## config.mk

```make
export PLATFORM = sky130hd
export DESIGN_NAME = pipe_hazard_ctrl
export DESIGN_NICKNAME = d
export VERILOG_FILES = /design/src/rtl/pipe_pkg.sv /design/src/rtl/lu_detect.sv /design/src/rtl/pipe_hazard_ctrl.sv
export SDC_FILE = /design/constraint.sdc
export NUM_CORES = 1
export LEC_CHECK = 0
export CORE_ASPECT_RATIO = 0.6
export CORE_MARGIN = 2
export CORE_UTILIZATION = 35
export CTS_BUF_LIST = sky130_fd_sc_hd__clkbuf_2
export CTS_CLUSTER_SIZE = 14
export DETAILED_ROUTE_END_ITERATION = 10
export PLACE_DENSITY = 0.69
export SYNTH_ARGS = -nofsm -noshare
export SYNTH_HDL_FRONTEND = slang
export SYNTH_SLANG_ARGS = --single-unit
```

## constraint.sdc

```tcl
create_clock -name clk -period 2.2 [get_ports clk]
set_clock_uncertainty 0.2 [all_clocks]
set_input_delay 0.33 -clock clk [delete_from_list [all_inputs] [get_ports clk]]
set_output_delay 0.33 -clock clk [all_outputs]
set_load 0.01 [all_outputs]
```

## src/rtl/pipe_pkg.sv

```systemverilog
// pipe_pkg: shared constants for the 5-stage pipeline hazard logic.
// Latency: n/a (types and constants only).
// Backpressure: n/a.
// Contents: hz_state encoding (HZ_RUN/HZ_MEM_WAIT/HZ_ERR), default register
// specifier width, and the register index that holds the PC.
package pipe_pkg;

  localparam int REG_W_DEF = 4;

  // Writes to this register are redirects, not data, so they never create a
  // load-use dependency.
  localparam int PC_REG = 15;

  typedef enum logic [1:0] {
    HZ_RUN      = 2'b00,
    HZ_MEM_WAIT = 2'b01,
    HZ_ERR      = 2'b10
  } hz_state_e;

endpackage

```

## src/rtl/lu_detect.sv

```systemverilog
// lu_detect: load-use hazard comparator between the EX load and the ID reader.
// Latency: purely combinational, zero cycles.
// Backpressure: none; it only reports the hazard, the caller decides to stall.
// Ports: ex_load/ex_rf_we/ex_rd describe the EX instruction; id_rn/id_rm/id_rd
// with their id_use_* qualifiers describe the ID reads; lu is the hazard flag.
module lu_detect
  import pipe_pkg::*;
#(
  parameter int REG_W = REG_W_DEF
) (
  input  logic             ex_load,
  input  logic             ex_rf_we,
  input  logic [REG_W-1:0] ex_rd,
  input  logic [REG_W-1:0] id_rn,
  input  logic [REG_W-1:0] id_rm,
  input  logic [REG_W-1:0] id_rd,
  input  logic             id_use_rn,
  input  logic             id_use_rm,
  input  logic             id_use_rd,
  output logic             lu
);

  localparam logic [REG_W-1:0] PC_IDX = REG_W'(PC_REG);

  logic src_match;

  assign src_match = (id_use_rn && (id_rn == ex_rd)) ||
                     (id_use_rm && (id_rm == ex_rd)) ||
                     (id_use_rd && (id_rd == ex_rd));

  assign lu = ex_load && ex_rf_we && (ex_rd != PC_IDX) && src_match;

endmodule

```

## src/rtl/pipe_hazard_ctrl.sv

```systemverilog
// pipe_hazard_ctrl: central stall/flush controller for the IF/ID/EX/MEM/WB pipe.
// Latency: enables/clears are combinational, same cycle as the triggering inputs.
// Backpressure: a pending data-memory access freezes every stage; load-use
// freezes PC and IF/ID for one cycle; a MEM wait that is too long locks in ERR.
// Ports: clk/reset_n (async active-low); ID specifiers and use flags; ID taken
// branch; EX destination/load/write flags; mem_req/mem_ready from MEM;
// *_en register loads, *_clr bubble inserts, hz_state, sticky mem_err.
// Optional feature macro HZ_PERF_CNT_EN adds saturating perf_stall/perf_flush.
module pipe_hazard_ctrl
  import pipe_pkg::*;
#(
  parameter int MEM_TIMEOUT = 255,
  parameter int REG_W       = REG_W_DEF
) (
  input  logic             clk,
  input  logic             reset_n,
  input  logic [REG_W-1:0] id_rn,
  input  logic [REG_W-1:0] id_rm,
  input  logic [REG_W-1:0] id_rd,
  input  logic             id_use_rn,
  input  logic             id_use_rm,
  input  logic             id_use_rd,
  input  logic             id_branch_taken,
  input  logic [REG_W-1:0] ex_rd,
  input  logic             ex_load,
  input  logic             ex_rf_we,
  input  logic             mem_req,
  input  logic             mem_ready,
  output logic             pc_en,
  output logic             if_id_en,
  output logic             id_ex_en,
  output logic             ex_mem_en,
  output logic             mem_wb_en,
  output logic             if_id_clr,
  output logic             id_ex_clr,
  output logic             mem_wb_clr,
  output logic [1:0]       hz_state,
  output logic             mem_err
`ifdef HZ_PERF_CNT_EN
  ,
  output logic [15:0]      perf_stall,
  output logic [15:0]      perf_flush
`endif
);

  localparam logic [7:0] TIMEOUT_CNT = 8'(MEM_TIMEOUT);

  hz_state_e  state_q, state_d;
  logic [7:0] cnt_q, cnt_d, cnt_inc;
  logic       err_q, err_d;
  logic       lu;
  logic       frozen;   // whole pipe held for a memory access this cycle
  logic       run_sel;  // memory satisfied: LU/branch rules apply
  logic [4:0] en_v;     // {pc, if_id, id_ex, ex_mem, mem_wb}
  logic [2:0] clr_v;    // {if_id, id_ex, mem_wb}

  lu_detect #(.REG_W(REG_W)) u_lu (
    .ex_load   (ex_load),
    .ex_rf_we  (ex_rf_we),
    .ex_rd     (ex_rd),
    .id_rn     (id_rn),
    .id_rm     (id_rm),
    .id_rd     (id_rd),
    .id_use_rn (id_use_rn),
    .id_use_rm (id_use_rm),
    .id_use_rd (id_use_rd),
    .lu        (lu)
  );

  assign cnt_inc = cnt_q + 8'd1;

  always_ff @(posedge clk or negedge reset_n) begin
    if (!reset_n) begin
      state_q <= HZ_RUN;
      cnt_q   <= '0;
      err_q   <= 1'b0;
    end else begin
      state_q <= state_d;
      cnt_q   <= cnt_d;
      err_q   <= err_d;
    end
  end

  always_comb begin
    state_d = state_q;
    cnt_d   = cnt_q;
    err_d   = err_q;
    frozen  = 1'b0;
    run_sel = 1'b0;
    case (state_q)
      HZ_RUN: begin
        if (mem_req && !mem_ready) begin
          frozen  = 1'b1;
          state_d = HZ_MEM_WAIT;
          cnt_d   = '0;
        end else begin
          run_sel = 1'b1;
        end
      end
      HZ_MEM_WAIT: begin
        // Only mem_ready matters here: the access is already committed.
        if (!mem_ready) begin
          frozen = 1'b1;
          cnt_d  = cnt_inc;
          if (cnt_inc == TIMEOUT_CNT) begin
            state_d = HZ_ERR;
            err_d   = 1'b1;
          end
        end else begin
          run_sel = 1'b1;
          state_d = HZ_RUN;
        end
      end
      HZ_ERR: begin
        state_d = HZ_ERR;
      end
      default: begin
        state_d = HZ_RUN;
      end
    endcase

    // Default is the fully-held, fully-bubbled pattern used by reset and ERR.
    en_v  = 5'b00000;
    clr_v = 3'b111;
    if (!reset_n) begin
      en_v  = 5'b00000;
      clr_v = 3'b111;
    end else if (frozen) begin
      // WB still retires, so only MEM/WB is bubbled behind the frozen access.
      en_v  = 5'b00000;
      clr_v = 3'b001;
    end else if (run_sel) begin
      if (lu) begin
        // A branch in ID is dropped here; it is re-evaluated next cycle.
        en_v  = 5'b00111;
        clr_v = 3'b010;
      end else if (id_branch_taken) begin
        en_v  = 5'b11111;
        clr_v = 3'b100;
      end else begin
        en_v  = 5'b11111;
        clr_v = 3'b000;
      end
    end
  end

  assign pc_en      = en_v[4];
  assign if_id_en   = en_v[3];
  assign id_ex_en   = en_v[2];
  assign ex_mem_en  = en_v[1];
  assign mem_wb_en  = en_v[0];
  assign if_id_clr  = clr_v[2];
  assign id_ex_clr  = clr_v[1];
  assign mem_wb_clr = clr_v[0];
  assign hz_state   = state_q;
  assign mem_err    = err_q;

`ifdef HZ_PERF_CNT_EN
  logic stall_ev, flush_ev;

  assign stall_ev = frozen || (run_sel && lu);
  assign flush_ev = run_sel && !lu && id_branch_taken;

  always_ff @(posedge clk or negedge reset_n) begin
    if (!reset_n) begin
      perf_stall <= '0;
      perf_flush <= '0;
    end else begin
      if (stall_ev && (perf_stall != 16'hFFFF)) perf_stall <= perf_stall + 16'd1;
      if (flush_ev && (perf_flush != 16'hFFFF)) perf_flush <= perf_flush + 16'd1;
    end
  end
`endif

endmodule

```

* Word-level counts from Yosys, hierarchy flattened
Cells that the tools add are included.
Operators by class: add/sub/neg operators 1, $mul 0, divide/modulo/power cells 0, $lt $le $gt $ge 0, equality and inequality tests 10, shifts and indexed selects 0, muxes and demuxes 22, bitwise operators 1, reductions and logical operators 15
Operators by type and width (number):
- 2-to-1 mux 5 bit | 4
- 2-to-1 mux 8 bit | 2
- case mux 8 bit (2 select lines) | 1
- 2-to-1 mux 3 bit | 5
- equality test 4 bit | 3
- adder 8 x 1 -> 8 bit, second input constant | 1
- equality test 8 bit, second input constant | 1
- logical AND 1 bit | 7
- 2-to-1 mux 2 bit | 3
- case mux 2 bit (3 select lines) | 1
- AND reduction 3 bit | 2
- 2-to-1 mux 1 bit | 4
- inequality test 2 bit, second input constant | 2
- inequality test 4 bit, second input constant | 1
- case mux 1 bit (2 select lines) | 2
- inequality test 3 bit, second input constant | 1
- equality test 2 x 1 -> 1 bit, second input constant | 1
- equality test 2 bit, second input constant | 1
- zero test 2 bit | 1
- logical OR 1 bit | 2
- AND reduction 2 bit | 1
- nonzero test 2 bit | 1
- zero test 1 bit | 1
- NOT 1 bit | 1
Storage, ports and cells: bits in registers 11, bits in latches 0, bits in writable memories 0, ROM bits 0, input bits 26, output and inout bits 11, word-level logic and storage cells 52, memories 0

* Depth between registers and ports, before layout
Gate-level depths: netlist of the first run.
depth after elaboration 9, depth in mapped cells 6, depth with buffers taken out 6

* Cells and area by module
Synthesis of the first run repeated with hierarchy kept, for this count alone.
Second synthesis, totals: cell total of the unflattened synthesis 92, area total of the unflattened synthesis 827.0 µm²
By module, submodules not included:
- pipe_hazard_ctrl | instances 1, cells each 71, area an instance 674.4 µm², sequential area each 275.3 µm²
- lu_detect | instances 1, cells each 21, area an instance 152.6 µm², sequential area each 0.0 µm²

* Worst setup path after synthesis of the first run
Ideal clock, no wire load.
path type reg-to-output, start register state_q[0] (netlist: hz_state[0]), end output id_ex_clr, arrival time 1.452 ns, required time 1.670 ns, setup slack 0.218 ns, cell stages (with the launch flop) 6, path buffers 0, path through dfrtp_1 > nor2_1 > o21ai_0 > inv_1 > nand2_1 > a2bb2oi_1
On the way: longest elaborated chain between the ends 5, elaborated cells on any way between the ends 7, those cells by class 1 x eq/ne; 5 x mux; 1 x reduce/logical
Ends and longest elaborated chain:
- start, declared | RTL line pipe_hazard_ctrl.sv:48 | hz_state_e state_q, state_d;
- start signal, assigned | RTL line pipe_hazard_ctrl.sv:78 | state_q <= state_d;
- equality test 2 x 1 -> 1 bit / zero test 2 bit (equally long branches) | RTL line pipe_hazard_ctrl.sv:90 | case (state_q)
- case mux 1 bit (2 select lines) | RTL line pipe_hazard_ctrl.sv:90
- 2-to-1 mux 3 bit | RTL line pipe_hazard_ctrl.sv:132 | end else if (run_sel) begin
- 2-to-1 mux 3 bit (*) | RTL line pipe_hazard_ctrl.sv:128 | end else if (frozen) begin
- 2-to-1 mux 3 bit (*) | RTL line pipe_hazard_ctrl.sv:125 | if (!reset_n) begin
- end, declared | RTL line pipe_hazard_ctrl.sv:35 | output logic id_ex_clr,
Every way passes the cells marked *; elsewhere a longest branch is shown, timed or not.

* Worst setup path in the final report of the first run
start input id_rd[3], end output if_id_clr
On the way: longest elaborated chain between the ends 8
Ends and longest elaborated chain:
- start, declared | RTL line pipe_hazard_ctrl.sv:19 | input logic [REG_W-1:0] id_rd,
- equality test 4 bit | RTL line lu_detect.sv:29 | (id_use_rd && (id_rd == ex_rd));
- logical AND 1 bit | RTL line lu_detect.sv:29
- logical OR 1 bit | RTL line lu_detect.sv:28 | (id_use_rm && (id_rm == ex_rd)) ||
- logical AND 1 bit | RTL line lu_detect.sv:31 | assign lu = ex_load && ex_rf_we && (ex_rd != PC_IDX) && src_match;
- 2-to-1 mux 3 bit | RTL line pipe_hazard_ctrl.sv:133 | if (lu) begin
- 2-to-1 mux 3 bit | RTL line pipe_hazard_ctrl.sv:132
- 2-to-1 mux 3 bit | RTL line pipe_hazard_ctrl.sv:128
- 2-to-1 mux 3 bit | RTL line pipe_hazard_ctrl.sv:125
- end, declared | RTL line pipe_hazard_ctrl.sv:34 | output logic if_id_clr,
Every way passes these cells.

==> reports/metrics.cfg, run 1 <==
[timing]
post-route-min-period_ns = 2.10
tightest_slew_ns = 0.309
slew_violations = 0
finalSetupViolCount = 0
timing.final.ws_setup_ns = 0.101
slew_headroom_pct = 79.3
finalCritPeriodShare_pct = 95.4
fmax_ghz = 0.476
finalHoldViolCount = 0

[final_layout]
drive_gt1_share_pct = 29.9
num_antenna_cells = 0
areaGrowthSynthToFinish_pct = 64.7
mostFrequentLayoutCell = nand2_1
final_cell_mix = 12 x nand2_1, 11 x dfrtp_1, 11 x buf_4
fill_cells = 204
nets = 173
utilization_pct = 61.0

[setup_path]
cp-end-kind = primary output
startpoint_type = primary input
critPathArrivalTime_ns = 1.57
path_class = primary input to primary output
rrSetupSlack_ns = 0.29
cpPeakStageDelay_ns = 0.24
crit_required_ns = 1.67
cpMaxStageDelayCell = dlygate4sd2_1
worst-path-max-fanout = 2
worstPathCellList = dlygate4sd2_1, xor2_1, nor3_2, nand3_2, a21oi_2, buf_4, o21ai_0, buf_2

[min_path]
hold_path_class = primary input to async pin

[clocking]
cts.sinks = 11
clock_latency_ns = 0.28
clockRootBuffer = clkbuf_2
h-tree-depth = 1
hold_buffers = 0
cts_buffers = 3
cts.path.max_buffers = 2
clkTransAtPathRegs_ns = 0.12
tritoncts = done

[drt]
finalWirelength_mm = 2.42
post_drt_wl_per_cell_microns = 13.9
vias = 860
ant_nets = 0
drt-initial-drc-count = 31
route.detailed.drc = 0
vias_per_cell = 4.94
dr.pass1.iters = 4

[pwr]
switching_share_pct = 33.4
intPower_mw = 0.348
p_sw_mw = 0.175
power_mw = 0.523
combPwrFrac_pct = 33.6
ir_drop_uv = 274
p_per_area_nw_per_um2 = 396
power_frac_clock_pct = 22.5
leakage_nw = 0.636
power_frac_seq_pct = 43.8

[global_routing]
grt-busiest-layer = met2
grt_max_degree = 13
first_global_vias = 757
use_met3_pct = 6.87
grt_antenna_before_repair = 0
grt_overflow = 0
use_met2_pct = 31.1
grt_use_total_pct = 20.2
grt_pass1_wl_mm = 3.81
met1_usage_pct = 27.3

[floorplan]
rows = 13
dieWidth_microns = 65.8
initial_core_util_pct = 37.0
ios = 37
die_h_microns = 41.1
design.core.area_sq_um = 2160
die_area_sq_um = 2700

[synth]
synth.avg_cell_area_sq_um = 8.43
yosysWarningCount = 0
synth-seq-area-share_pct = 34.4
ys_ff_latch = 11
synthCells = 95
ys.flop_type = dfrtp_1
synth_edf_count = 0
async_flop_share_pct = 100
synth_cell_type_count = 30
synth_fp_nets = 123
synth_area_sq_um = 801

[outcome]
status = finished clean

[run]
drv_cap = 0

[placed_design]
routabilityCongestion = 0.869
pre_cts_ws_ns = -0.697
post-dp-hpwl_mm = 1.95
port-buffer-count = 36

## what timing repair did
item                       4_1_cts  5_1_grt
gates cloned                     0        0
pin swaps                       13        9
setup endpoints to repair        8        4
setup buffers                    1        0
resized for setup               41       24
## synth_stat cells (2+ instances only)
master | n | area, sq um
buf_4 | 3 | 22.5
xnor2_1 | 7 | 61.3
dfrtp_1 | 11 | 275
xor2_1 | 6 | 52.6
o31ai_1 | 3 | 22.5
a21oi_1 | 4 | 20.0
ha_1 | 2 | 25.0
nor2_1 | 4 | 15.0
inv_1 | 3 | 11.3
nor3_1 | 4 | 20.0
o21ai_0 | 11 | 55.1
nand2_1 | 13 | 48.8
nand3_1 | 7 | 35.0
## state kept, by name, summed over array words and instances, names as in the netlist
signal / cells
cnt_q: 8
mem_err: 1
hz_state: 2
## layout make-up
cell class | instances | area (sq um) | share of cell area (%)
multi-input cells | 78 | 563 | 42.7
clock inverters | 1 | 5.00 | 0.380
repair buffers | 48 | 412 | 31.2
flip-flops and latches | 11 | 275 | 20.9
inverters | 3 | 11.3 | 0.854
well taps | 30 | 37.5 | 2.85
clock buffers | 3 | 15.0 | 1.14
## path summary, 6_finish.rpt
path                                       from              endpoint  cells past startpoint
setup / recovery                       id_rd[3]             if_id_clr                      8
setup reg to reg           cnt_q[0]$_DFFE_PN0P_   mem_err$_DFFE_PN0P_                      6
hold reg to reg            cnt_q[7]$_DFFE_PN0P_  cnt_q[7]$_DFFE_PN0P_                      1
hold / removal                          reset_n  cnt_q[1]$_DFFE_PN0P_                      2
max in group asynchronous               reset_n  cnt_q[0]$_DFFE_PN0P_                      2
min in group clk           cnt_q[7]$_DFFE_PN0P_  cnt_q[7]$_DFFE_PN0P_                      1
## stage by stage
stage | instances | setup TNS (ns) | area (sq um) | hold WS [ns]
floorplan | 95 | 0 | 801 | -0.166
global placement | 170 | -2.72 | 1270 | 0.256
detailed placement | 170 | -2.89 | 1270 | 0.281
CTS | 175 | -0.0244 | 1280 | 0.174
global route | 174 | -0.0111 | 1320 | 0.189
finish | 174 | 0 | 1320 | 0.177
## power groups by stage
stage          Sequential (mW)  Clock [mW]  Combinational [mW]
3_5_place_dp             0.233           0               0.180
4_1_cts                  0.229       0.124               0.169
2_1_floorplan            0.232           0              0.0706
3_3_place_gp             0.232           0               0.176
6_report                 0.229       0.118               0.176
5_1_grt                  0.231       0.128               0.194
## routing by layer
layer | up-vias | wire (microns)
li1 | 435 | -
met1 | 398 | 1220
met2 | 25 | 1080
met3 | 2 | 117
met4 | 0 | 6
met5 | - | 0
## logic make-up after synthesis
| group | Yosys count | share of synthesized area (%) |
|---|---|---|
| AO/OA/AOI/OAI | 23 | 16.7 |
| XOR/XNOR | 13 | 14.2 |
| adder cells (fa/ha/maj) | 2 | 3.12 |
| buffers and inverters | 6 | 4.22 |
| flip-flops | 11 | 34.4 |
| multiplexers | 1 | 1.41 |
| AND/OR/NAND/NOR | 39 | 25.9 |
## critical path: cells and delay by family
family | cells | cell delay, ns
compound gates | 2 | 0.26
xor+xnor | 1 | 0.15
simple gates | 2 | 0.31
buf+inv | 3 | 0.52
No activity file was read; power rests on OpenSTA's default activity.
==> inputs of run 2 (changes only) <==
Settings changed: CORE_ASPECT_RATIO 0.6 to unset, CORE_UTILIZATION 35 to 40, PLACE_DENSITY 0.69 to 0.77.
Clock period 2.2 ns to 2 ns, I/O delays scaled along.
==> run 2 against run 1 <==
- non-clock buffer count increased by 5
- combinational power increased by 14%
- flip-flop and latch count unchanged
- sequential share of layout area about the same
- via count increased by 4.2%
- wire length decreased by 3.2%
- first-iteration DRC count decreased by 71%
- core utilization increased by 7.5 points
- critical path depth decreased by 2
- die area decreased by 12%
- cell count increased by 1.1%
- sequential power increased by 8%
==> reports/metrics.cfg, run 2 (synthesis results as in run 1) <==
[final_layout]
final_cell_mix = 17 x buf_4, 13 x clkbuf_2, 12 x nand2_1, 11 x dfrtp_1, 9 x o21ai_0
mostFrequentLayoutCell = buf_4
regArea_sq_um = 275  ; unchanged
largest_reg_flops = 8  ; unchanged
final_area_sq_um = 1320  ; -0.19%
areaGrowthSynthToFinish_pct = 64.4
fill_cells = 159  ; -22%
num_antenna_cells = 0  ; unchanged
regMostFlops = cnt_q
multi_input_area_sq_um = 548  ; -2.7%
drive_gt1_share_pct = 38.9  ; +9.1 points
nets = 178  ; +2.9%
finalNonFillerCells = 176  ; +1.1%

[clocking]
clockRootBuffer = clkbuf_2
hold_buffers = 0  ; unchanged
clkTransAtPathRegs_ns = 0.12  ; about the same
tritoncts = done
cts.sinks = 11  ; unchanged
clock_latency_ns = 0.25  ; -0.03 ns
cts_buffers = 3  ; unchanged
cts.path.max_buffers = 2  ; unchanged
h-tree-depth = 1  ; unchanged

[drt]
vias_per_cell = 5.09  ; +3.0%
drt-initial-drc-count = 9  ; -71%
post_drt_wl_per_cell_microns = 13.3  ; -4.3%
route.detailed.drc = 0  ; unchanged
vias = 896  ; +4.2%
ant_nets = 0  ; unchanged
dr.pass1.iters = 4  ; unchanged
finalWirelength_mm = 2.34  ; -3.2%

[outcome]
status = finished clean

[placed_design]
placed_cell_area_sq_um = 1280  ; +0.89%
port-buffer-count = 36  ; unchanged
placed_cells = 169  ; -0.59%
routabilityCongestion = 0.863  ; -0.75%
post-dp-hpwl_mm = 1.82  ; -7.1%

[global_routing]
grt_pass1_wl_mm = 3.93  ; +3.3%
grt_use_total_pct = 20.8  ; +0.60 points
grt_antenna_before_repair = 0  ; unchanged
grt_max_degree = 13  ; unchanged
grt_overflow = 0  ; unchanged
first_global_vias = 968  ; +28%

[pwr]
ir_drop_uv = 329  ; +20%
p_per_area_nw_per_um2 = 438  ; +11%
leakage_nw = 0.638  ; +0.30%

[setup_path]
worst-path-max-fanout = 3  ; +1
cp-end-kind = primary output
path_class = primary input to primary output
crit_required_ns = 1.50  ; -0.17 ns
startpoint_type = primary input
critPathArrivalTime_ns = 1.47  ; -0.10 ns
rrSetupSlack_ns = 0.14  ; -0.15 ns
worstReg2RegStart = cnt_q[1]$_DFFE_PN0P_
cp-startpoint = mem_req

[timing]
slew_violations = 0  ; unchanged
tightest_slew_ns = 0.326  ; +0.0176 ns
post-route-min-period_ns = 1.97
finalSetupViolCount = 0  ; unchanged
hold_ws_ns = 0.172  ; -0.00452 ns
slew_headroom_pct = 78.1  ; -1.2 points
finalHoldViolCount = 0  ; unchanged
finalCritPeriodShare_pct = 98.4
fmax_ghz = 0.508

[floorplan]
rows = 16  ; +3
dieWidth_microns = 48.7  ; -26%
initial_core_util_pct = 41.7  ; +4.7 points
design.core.area_sq_um = 1920  ; -11%
die_h_microns = 48.7  ; +19%
ios = 37  ; unchanged
die_area_sq_um = 2380  ; -12%

[min_path]
hold_path_class = primary input to async pin

[run]
drv_cap = 0  ; unchanged

run 2: cell count changes in the layout (fill, tap and decap cells not counted), moves of 2 or more:
cell / delta
clkdlybuf4s15_2: +2
buf_4: +6
clkbuf_2: +6
dlygate4sd2_1: -8
xnor2_1: +2
clkdlybuf4s50_1: -2
run 2: through the flow:
stage                     worst slack (ns)  utilization [%]  power (mW)  TNS [ns]
after floorplan                     0.0484                -       0.332         0
after global placement              -0.752             66.5       0.454     -3.84
after detailed placement            -0.780             66.5       0.459     -4.28
after CTS                          -0.0748             67.0       0.576   -0.0785
after global routing              -0.00316             68.5       0.616  -0.00316
final                               0.0325             68.5       0.577         0
run 2: per-layer routing:
metal | part of all wire (%) | track usage (%)
met1 | 39 | 22.7
met2 | 55 | 40.0
met3 | 4.3 | 1.54
met4 | 1.8 | 10.0
met5 | 0 | 0
run 2: timing repair:
action                                  in CTS  in global routing
pin swaps                                   11                 18
endpoints found under the setup margin       8                  7
gates resized for setup                     59                 36
buffers inserted                             1                  2
gates cloned                                 0                  0
run 2: area by class of cell:
type | count | area share [%]
multi-input cells | 78 | 41.6
repair buffers | 53 | 32.5
flip-flops and latches | 11 | 20.9
well taps | 27 | 2.57
clock buffers | 4 | 1.52
inverters | 3 | 0.856
run 2: worst max-delay path, stage by stage:
cell	delay (ns)
clkdlybuf4s50_1	0.48
nor2_1	0.07
o21ai_2	0.19
inv_2	0.07
buf_4	0.14
clkdlybuf4s15_2	0.21
run 2: path summary, 6_finish.rpt:
check / end / depth (start not counted)
worst max-delay path: id_ex_en / 6
worst min-delay path: cnt_q[4]$_DFFE_PN0P_ / 2
worst max register to register: hz_state[1]$_DFFE_PN0P_ / 6
worst min register to register: mem_err$_DFFE_PN0P_ / 1
max in group asynchronous: cnt_q[6]$_DFFE_PN0P_ / 2
min in group clk: mem_err$_DFFE_PN0P_ / 1
run 2: power by group:
group	leakage (nW)	internal, mW	switching [mW]
clock	0.0166	0.0531	0.0762
sequential	0.150	0.234	0.0136
combinational	0.471	0.108	0.0922
total	0.638	0.395	0.182
